## config.mk

```make
export PLATFORM = sky130hd
export DESIGN_NAME = sat_counter
export DESIGN_NICKNAME = d
export VERILOG_FILES = /design/src/rtl/pattern_lock_checker_sat_counter.sv
export SDC_FILE = /design/constraint.sdc
export NUM_CORES = 1
export LEC_CHECK = 0
export CAP_MARGIN = 10
export CORE_AREA = 2 2 39 41
export DETAILED_ROUTE_END_ITERATION = 7
export DIE_AREA = 0 0 41 43
export PLACE_DENSITY = 0.57
export SYNTH_ARGS = -nofsm -noshare
export SYNTH_HDL_FRONTEND = slang
export SYNTH_SLANG_ARGS = --single-unit
```

## constraint.sdc

```tcl
create_clock -name clk -period 2.59 [get_ports clk]
set_input_delay 0.518 -clock clk [delete_from_list [all_inputs] [get_ports clk]]
set_output_delay 0.518 -clock clk [all_outputs]
set_load 0.03 [all_outputs]
```

## src/rtl/pattern_lock_checker_sat_counter.sv

```systemverilog
// Saturating up-counter with a synchronous clear. It holds at all-ones.
module sat_counter #(
    parameter int CNT_W = 8
) (
    input  logic             clk,
    input  logic             rst_n,
    input  logic             inc,
    input  logic             clr,
    output logic [CNT_W-1:0] q
);

    // Count register: clear has priority, and the count stops at the maximum value.
    always_ff @(posedge clk or negedge rst_n) begin
        if (!rst_n) begin
            q <= '0;
        end else if (clr) begin
            q <= '0;
        end else if (inc && (q != '1)) begin
            q <= q + CNT_W'(1);
        end
    end

endmodule

```

==> flow_summary.json <==
{
  "ys_seq_area_share_pct": 43.13,
  "cp_data_arrival_time_ns": 1.41,
  "r2r_setup_slk_ns": 0.83,
  "finalHoldViolCount": 0,
  "grt_overflow": 0,
  "nFillCells": 135,
  "registers.top_by_ff_count": "q",
  "root_buffer": "sky130_fd_sc_hd__clkbuf_4",
  "synth_most_common_cell": "sky130_fd_sc_hd__dfrtp_1",
  "portBuffers": 11,
  "timing.setup.tns_ns": 0,
  "layout.cell_area.non_filler_um2": 608.1,
  "routed_wire_length_per_instance_um": 12.99,
  "dr_total_vias": 414,
  "post_synth.cell_area_avg_um2": 9.473,
  "fin_worst_hold_slack_ns": 0.5495,
  "internal-power_uw": 196.0,
  "largest_registers": "q (8)",
  "place_congestion": 0.8117,
  "setup_viol_count_final": 0,
  "synth_top_flop_cell": "sky130_fd_sc_hd__dfrtp_1",
  "postCtsSetupBuffers": 0,
  "core.rowCount": 14,
  "critical_path.cell_chain": "clkdlybuf4s50_1",
  "max_transition_viols_final": 0,
  "worst_ir_drop_vdd_mv": 0.2361,
  "core-area_um2": 1384,
  "instances_no_fill": 77,
  "final_antenna_net_count": 0,
  "outcome": "finished clean",
  "number_of_levels_in_the_clock_h_tree": 1,
  "p_per_area_nw_per_um2": 426.1,
  "insertedDiodeCount": 0,
  "hold_path.class": "input port to async pin",
  "netlist.top_cell.by_area": "sky130_fd_sc_hd__dfrtp_1",
  "max_clock_freq_ghz": 0.5189,
  "die-height_um": 43,
  "worst_slew_margin_rel_pct": 75.03,
  "p_switching_uw": 63.08,
  "asyncSetResetFlopFracSynth_pct": 100.0,
  "nets": 68,
  "timing.critical_path.slowest_cell_delay_ns": 0.71,
  "grt_antenna_before_repair": 0,
  "detail_route.first_pass.iterations": 4,
  "io_pins": 12,
  "total_leakage_power_uw": 0.0002385,
  "first_iter_violations": 18,
  "combPwrFrac_pct": 12.9,
  "grt_setup_unrepaired": "false",
  "timing.critical_path.to_type": "output pin",
  "dpl-instance-area_um2": 585.6,
  "synth_cells": 49,
  "tritoncts": "built",
  "critical_setup_path_kind": "flip-flop to output pin",
  "seq_pwr_share_pct": 51.2,
  "route.detailed.vias_per_inst": 5.377,
  "crit_path_top_delay_cell": "sky130_fd_sc_hd__clkdlybuf4s50_1",
  "cts_inserted_buffers": 3,
  "drv.max_cap_violation_count": 0,
  "seqCellArea_um2": 200.2,
  "first_global_vias": 352,
  "worst_r2r_startpoint": "q[0]$_DFFE_PN0P_",
  "rr_endpoint": "q[0]$_DFFE_PN0P_",
  "r2r_cells": 4,
  "clk_transition_reported_paths_ns": 0.05,
  "timing.critical_path.max_delay_family": "buffers and inverters",
  "post-route-min-period_ns": 1.927,
  "clockBufferDepth": 2,
  "cp_max_fo": 7,
  "cts-hold-fix-buffers": 0,
  "final.setup_skew_ns": 0.002371,
  "crit_required_ns": 2.07,
  "start_kind": "flip-flop",
  "layout-drive-gt1-share_pct": 11.48,
  "period_share_pct": 74.41,
  "timing_worst_slew_pin_value_ns": 0.3651,
  "grt_max_degree": 12,
  "post_cts_resized": 0,
  "post-place-cells": 74,
  "max_ffs_per_register": 8,
  "multi_input_area_um2": 247.7,
  "synth.area.top_cells": "sky130_fd_sc_hd__dfrtp_1, sky130_fd_sc_hd__mux2_2, sky130_fd_sc_hd__nor3_1, sky130_fd_sc_hd__nand2b_1, sky130_fd_sc_hd__nor2b_1",
  "yosysUniqueCellTypes": 28,
  "synth_enable_flop_cells": 0,
  "die_boundary_width_um": 41,
  "synth_warnings": 0,
  "synth.net_count": 54,
  "dieArea_um2": 1763,
  "globalRouteTotalUtil_pct": 14.01,
  "synthToLayoutAreaGrowth_pct": 31.00,
  "cts_num_sinks": 8,
  "synth.cells.most_frequent": "sky130_fd_sc_hd__dfrtp_1, sky130_fd_sc_hd__nor3_1, sky130_fd_sc_hd__a21oi_1, sky130_fd_sc_hd__nand2b_1, sky130_fd_sc_hd__nor2b_1",
  "crit_buf_inv": 1,
  "drc_viols": 0,
  "detailedPlacementHpwl_um": 743.5,
  "synth_top_cell_area_share_pct": 43.13,
  "ys_seq_elements": 8,
  "share_clk_of_total_power_pct": 35.9,
  "first_pass_grt_wire_length_mm": 1.628,
  "synthesis.area_um2": 464.2,
  "start_util_pct": 33.54,
  "route.final.wire_length_mm": 1.000,
  "sw_frac_of_total_pct": 24.35,
  "clock_latency_of_the_later_clocked_register_in_the_worst_skew_pair_ns": 0.25
}
## kinds of logic after synthesis
logic type | after synthesis | synth area share, %
AO/OA/AOI/OAI | 9 | 12.67
multiplexers | 3 | 7.008
flip-flops | 8 | 43.13
adder cells (fa/ha/maj) | 1 | 2.695
buffers and inverters | 4 | 3.503
AND/OR/NAND/NOR | 24 | 31.00
## final cells by class
type / instances / share of cell area, %
clock buffer: 3 / 3.704
inverter: 2 / 1.235
multi-input combinational: 37 / 40.74
sequential: 8 / 32.92
tap: 16 / 3.292
timing repair buffer: 11 / 18.11
## power by group through the flow
| stage | Clock, uW | Combinational [uW] | Sequential, uW |
|---|---|---|---|
| after floorplan | 0 | 12.7 | 140 |
| after global placement | 0 | 33.4 | 135 |
| after detailed placement | 0 | 33.5 | 135 |
| after CTS | 97.2 | 33.9 | 133 |
| after global routing | 107 | 36.5 | 133 |
| final | 93.1 | 33.4 | 133 |
## cells in the final DEF, fill, tap and decap left out, drive strengths merged, types with 2 or more instances in the layout
master / instances
nand2: 2
inv: 2
nand2b: 3
nor2b: 3
mux2: 2
a21oi: 3
nor3: 4
and4: 2
clkbuf: 3
dfrtp: 8
clkdlybuf4s50: 11
nor2: 2
nand3: 3
## worst max path at each step
stage	to	from	slack, ns	cells past startpoint
final	q[2]	q[2]$_DFFE_PN0P_	0.66	1
after global routing	q[2]	q[2]$_DFFE_PN0P_	0.57	1
after CTS	q[2]	q[2]$_DFFE_PN0P_	0.64	1
after detailed placement	q[7]$_DFFE_PN0P_	inc	0.61	4
after global placement	q[7]$_DFFE_PN0P_	inc	0.64	4
after floorplan	q[0]$_DFFE_PN0P_	q[0]$_DFFE_PN0P_	0.84	4
## worst reg2reg max path, delay by kind of cell (launching register included)
kind	cells	cell delay (ns)
DFF	1	0.43
muxes	1	0.37
adders and majority gates	1	0.30
and+or+nand+nor	1	0.29
AOI/OAI and AO/OA	1	0.26
## per-layer routing
metal	vias up	share of wire [%]	track usage (%)
met5	-	0	0
met4	0	0.80	8.000
met3	2	7.4	4.712
met2	14	45	18.44
met1	188	47	19.33
li1	210	-	-
## stage by stage
| stage | worst slack, ns | total power, uW | util, % |
|---|---|---|---|
| after floorplan | 0.8427 | 152.8 | - |
| after global placement | 0.6412 | 168.4 | 42.31 |
| after detailed placement | 0.6134 | 168.3 | 42.31 |
| after CTS | 0.6434 | 263.6 | 43.94 |
| after global routing | 0.5745 | 276.3 | 43.94 |
| final | 0.6627 | 259.1 | 43.94 |
(Power assumes the default switching activity.)
